===== src/rtl/sram_1rw_wmask_ctrl.sv =====
// Single-port SRAM controller: zero-fill sweep after reset, masked writes,
// reads returned in order through a 3-entry response FIFO.
module sram_1rw_wmask_ctrl #(
   parameter int DATA_WIDTH    = 2,
   parameter int ADDR_WIDTH    = 4,
   parameter int NUM_WMASKS    = 2,
   parameter int INIT_ON_RESET = 1
) (
   input  logic                  clk0,
   input  logic                  rstb0,
   input  logic                  req_valid,
   output logic                  req_ready,
   input  logic                  req_web,
   input  logic [ADDR_WIDTH-1:0] req_addr,
   input  logic [DATA_WIDTH-1:0] req_din,
   input  logic [NUM_WMASKS-1:0] req_wmask,
   output logic                  rsp_valid,
   input  logic                  rsp_ready,
   output logic [DATA_WIDTH-1:0] rsp_dout,
   output logic                  init_done,
   output logic                  csb0,
   output logic                  web0,
   output logic [NUM_WMASKS-1:0] wmask0,
   output logic [ADDR_WIDTH-1:0] addr0,
   output logic [DATA_WIDTH-1:0] din0,
   input  logic [DATA_WIDTH-1:0] dout0
);

   typedef enum logic {INIT, RUN} state_t;

   state_t                state_q, state_d;
   logic [ADDR_WIDTH-1:0] cnt_q, cnt_d;
   logic                  sweep_end_q, sweep_end_d;

   logic                  csb_d, web_d;
   logic [NUM_WMASKS-1:0] wmask_d;
   logic [ADDR_WIDTH-1:0] addr_d;
   logic [DATA_WIDTH-1:0] din_d;

   logic                  p1_q, p2_q;
   logic [1:0]            fcnt_q, wr_q, rd_q;
   logic [DATA_WIDTH-1:0] fifo_q [0:2];

   logic [2:0]            occ;
   logic                  accept, rd_acc, wr_acc;
   logic                  push, pop;

   // occupancy counts every read not yet handed to the consumer
   assign occ       = {2'b0, p1_q} + {2'b0, p2_q} + {1'b0, fcnt_q};
   assign req_ready = (state_q == RUN) && (occ < 3'd3);
   assign init_done = (state_q == RUN);

   assign accept = req_valid && req_ready;
   assign rd_acc = accept && req_web;
   assign wr_acc = accept && !req_web && (|req_wmask);

   assign rsp_valid = (fcnt_q != 2'd0);
   assign rsp_dout  = fifo_q[rd_q];
   assign push      = p2_q;
   assign pop       = rsp_valid && rsp_ready;

   always_comb begin
      state_d     = state_q;
      cnt_d       = cnt_q;
      sweep_end_d = sweep_end_q;
      csb_d       = 1'b1;
      web_d       = 1'b1;
      wmask_d     = wmask0;
      addr_d      = addr0;
      din_d       = din0;
      unique case (state_q)
         INIT: begin
            if (INIT_ON_RESET == 0 || sweep_end_q) begin
               state_d     = RUN;
               sweep_end_d = 1'b0;
            end else begin
               csb_d       = 1'b0;
               web_d       = 1'b0;
               wmask_d     = '1;
               din_d       = '0;
               addr_d      = cnt_q;
               cnt_d       = cnt_q + 1'b1;
               sweep_end_d = (cnt_q == '1);
            end
         end
         RUN: begin
            unique case (1'b1)
               wr_acc: begin
                  csb_d   = 1'b0;
                  web_d   = 1'b0;
                  addr_d  = req_addr;
                  din_d   = req_din;
                  wmask_d = req_wmask;
               end
               rd_acc: begin
                  csb_d   = 1'b0;
                  addr_d  = req_addr;
                  wmask_d = '0;
               end
               default: ;
            endcase
         end
         default: ;
      endcase
   end

   always_ff @(posedge clk0 or negedge rstb0) begin
      if (!rstb0) begin
         state_q     <= INIT;
         cnt_q       <= '0;
         sweep_end_q <= 1'b0;
         csb0        <= 1'b1;
         web0        <= 1'b1;
         wmask0      <= '0;
         addr0       <= '0;
         din0        <= '0;
      end else begin
         state_q     <= state_d;
         cnt_q       <= cnt_d;
         sweep_end_q <= sweep_end_d;
         csb0        <= csb_d;
         web0        <= web_d;
         wmask0      <= wmask_d;
         addr0       <= addr_d;
         din0        <= din_d;
      end
   end

   // dout0 is valid one edge after the SRAM captures the read
   always_ff @(posedge clk0 or negedge rstb0) begin
      if (!rstb0) begin
         p1_q   <= 1'b0;
         p2_q   <= 1'b0;
         fcnt_q <= 2'd0;
         wr_q   <= 2'd0;
         rd_q   <= 2'd0;
         for (int i = 0; i < 3; i++) fifo_q[i] <= '0;
      end else begin
         p1_q <= rd_acc;
         p2_q <= p1_q;
         if (push) begin
            fifo_q[wr_q] <= dout0;
            wr_q <= (wr_q == 2'd2) ? 2'd0 : wr_q + 2'd1;
         end
         if (pop) rd_q <= (rd_q == 2'd2) ? 2'd0 : rd_q + 2'd1;
         if (push && !pop)      fcnt_q <= fcnt_q + 2'd1;
         else if (!push && pop) fcnt_q <= fcnt_q - 2'd1;
      end
   end

endmodule

===== config.mk =====
export PLATFORM = sky130hd
export DESIGN_NAME = sram_1rw_wmask_ctrl
export DESIGN_NICKNAME = d
export VERILOG_FILES = /design/src/rtl/sram_1rw_wmask_ctrl.sv
export SDC_FILE = /design/constraint.sdc
export NUM_CORES = 1
export LEC_CHECK = 0
export CORE_UTILIZATION = 43
export DETAILED_ROUTE_END_ITERATION = 16
export PLACE_DENSITY = 0.78
export SYNTH_ARGS = -nofsm -noshare
export SYNTH_HDL_FRONTEND = slang
export SYNTH_SLANG_ARGS = --single-unit

===== constraint.sdc =====
create_clock -name clk0 -period 3.3 [get_ports clk0]
set_input_delay 0.33 -clock clk0 [delete_from_list [all_inputs] [get_ports clk0]]
set_output_delay 0.33 -clock clk0 [all_outputs]
set_load 0.005 [all_outputs]

==> reports/qor.csv <==
stage,metric,value,unit
worst_hold_path,hp-class,in -> async,
floorplan,die_w,58.9,um
final_layout,area_delta_synth_final,28.5,%
power_and_ir_drop,peakVddDrop,371,uV
worst_setup_path,reg2reg_from,p2_q$_DFF_PN0_,
placed_design,port_buffers,29,
detailed_routing,firstDrtPassIters,3,
detailed_routing,wl_per_cell,13.3,um
detailed_routing,vias,964,
sta,setup_viol,0,
floorplan,pin_count,30,
floorplan,die_h,58.9,um
placed_design,dpl_cell_area,0.00174,sq mm
placed_design,dpl.hpwl,1970,um
final_layout,diodes,0,
power_and_ir_drop,p_leak,0.823,nW
status,outcome,"finished, final reports clean",
grt,grt_use_total,0.171,
synth,yosysWarningCount,0,
clocking,cts_tree,built,
synth,synth_top_family_by_area,simple AND/OR/NAND/NOR gates,
worst_setup_path,ff2ff_path_depth,6,
detailed_routing,routed_via_density,4.97,
sta,fin_setup_tns,0,ps
sta,hold_violations,0,
worst_setup_path,path_cells,fa_1 -> ha_1 -> nand2_1 -> and2_2 -> clkdlybuf4s50_1,
clocking,post_cts.repair.setup_buffers,0,
final_layout,drive_above_1_share,0.180,
worst_setup_path,max_stage_delay,490,ps
detailed_routing,wl_met1,1130,um
clocking,cts_inserted_buffers,5,
synth,synth_nets,133,
worst_setup_path,critPathTopFamily,adder cells,
worst_setup_path,worstSetupPathDepth,5,
synth,synthSimpleGateAreaFrac,0.146,
placed_design,place_congestion,0.764,
clocking,clock_path_buffers,2,
sta,fmax,0.373,GHz
synth,muxShareOfSynthArea,0.0996,
synth,synth_fa_ha_area_frac,0.0413,
floorplan,coreArea,0.00305,sq mm
synth,ys_top_cells_by_area,"dfrtp_1 (50%), mux2_2 (5.7%), mux2i_1 (4.3%)",
synth,async_flop_share,1.00,
final_layout,final_common_cell,clkdlybuf4s50_1,
synth,yosysTopAreaCell,dfrtp_1,
clocking,clk_pin_slew,90,ps
grt,grt_max_degree,31,
worst_setup_path,slowest_stage,clkdlybuf4s50_1,
synth,ys_types,35,
detailed_routing,ant_nets,0,
synth,ys.flop_type,dfrtp_1,
sta,slew_headroom,0.688,
floorplan,rows,20,
detailed_routing,routed-wl-met2,1300,um
final_layout,fin_nets,169,
synth,yosys.area_share.xor_xnor,0.0377,
sta,skew,8.38,ps
job,cap_violations,0,
detailed_routing,top_layer,met4,
worst_setup_path,path_buf_inv,1,
clocking,cts_root_buf,clkbuf_4,
synth,ys_ff_latch,30,
worst_setup_path,timing.rr.end,addr0[0]$_DFFE_PN0P_,
worst_setup_path,startpoint_type,register,
synth,synth_compound_area_frac,0.108,
final_layout,mostFrequentLayoutCells,"clkdlybuf4s50_1 (29), dfrtp_1 (28), nand2_1 (11)",
clocking,cts_hold_buf,0,
floorplan,start_util,0.457,
synth,seq_area_frac_synth,0.540,
detailed_routing,drt_wl_total,2570,um
grt,antenna_found_initial,0,
power_and_ir_drop,power_density,826,mW/mm^2
worst_setup_path,crit_type,reg -> out,
final_layout,fillers,278,
sta,slew_violations,0,
grt,grt_first_pass_wirelength,4270,um
synth,avgSynthCellArea,12.2,sq um
clocking,clk-insertion-delay-late,320,ps
synth,synth_enable_flop_cells,0,
synth,netlist_instances,114,
clocking,clock_sinks,30,
worst_setup_path,required,2970,ps
synth,netlist_area,0.00139,sq mm
clocking,htreeDepth,2,
worst_setup_path,cp-end-kind,output port,
synth,yosys.area.top_type_share,0.503,
floorplan,die_area,0.00347,sq mm
detailed_routing,wl_met3,113,um
sta,fin_crit_sh,0.812,
final_layout,design_area,0.00179,sq mm
sta,tightest_slew,468,ps
worst_setup_path,r2r_slack,1390,ps
sta,fin_crit,2680,ps
worst_setup_path,crit_fanout,5,
detailed_routing,dr.first_iter.drc_count,15,
clocking,cts_resized,0,
grt,grt_pass1_vias,979,
sta,rsz0062_at_grt,no,
worst_setup_path,crit_arrival,2350,ps
grt,gr-total-overflow,0,
detailed_routing,drcViolationCount,0,
[cell families after synthesis]
kind of cell / after synthesis
AO/OA/AOI/OAI: 18
adder cells (fa/ha/maj): 4
AND/OR/NAND/NOR: 35
XOR/XNOR: 6
buffers and inverters: 8
flip-flops: 30
multiplexers: 13
[metal layers]
| metal | up-vias | GRT usage |
|---|---|---|
| met5 | - | 0 |
| met3 | 4 | 0.0593 |
| li1 | 472 | - |
| met4 | 0 | 0.0408 |
| met2 | 23 | 0.297 |
| met1 | 465 | 0.203 |
[area by class of cell]
class / instances / area (sq um) / share of cell area
multi-input cells: 76 / 603 / 0.337
inverters: 7 / 26.3 / 0.0147
repair buffers: 30 / 298 / 0.166
flip-flops and latches: 30 / 753 / 0.421
clock buffers: 7 / 55.1 / 0.0307
well taps: 44 / 55.1 / 0.0307
[how the worst max path moves through the flow]
stage,start,to,slack (ps)
2_1_floorplan,p2_q$_DFF_PN0_,req_ready,1530
3_3_place_gp,p2_q$_DFF_PN0_,req_ready,1020
3_5_place_dp,p2_q$_DFF_PN0_,req_ready,970
4_1_cts,p2_q$_DFF_PN0_,req_ready,600
5_1_grt,p2_q$_DFF_PN0_,req_ready,480
6_report,p2_q$_DFF_PN0_,req_ready,620
[report_power, final]
part / leakage (nW) / internal [W] / switching, W
registers: 0.365 / 0.000515 / 0.0000997
clock network: 0.0314 / 0.000100 / 0.000114
logic: 0.427 / 0.000384 / 0.000266
[per-stage QoR]
stage | setup slack [ps] | utilization | total power [W] | cells | hold WS, ps
final | 622 | 0.586 | 0.00148 | 194 | 387
after global routing | 484 | 0.586 | 0.00160 | 194 | 405
after CTS | 597 | 0.586 | 0.00150 | 194 | 385
after detailed placement | 969 | 0.568 | 0.00128 | 187 | 415
after global placement | 1020 | 0.568 | 0.00125 | 187 | 398
after floorplan | 1530 | - | 0.000972 | 114 | 34.4
[state kept, by name, indices dropped and copies added, names as in the netlist]
register / flops
cnt_q: 4
rd_q: 2
init_done: 1
web0: 1
fcnt_q: 2
fifo_q: 6
wmask0: 2
sweep_end_q: 1
p1_q: 1
addr0: 4
p2_q: 1
csb0: 1
wr_q: 2
din0: 2
[cells in the mapped netlist (2+ instances only)]
library cell,instances
dfrtp_1,28
nand2_1,11
mux2_2,7
inv_1,6
mux2i_1,6
nor2_1,6
o21ai_0,5
a22oi_1,4
nand3_1,4
xnor2_1,4
ha_1,3
a21o_1,2
dfstp_2,2
nor3_1,2
o211a_1,2
o211ai_1,2
xor2_1,2
Power figures use the tool's default switching activity.
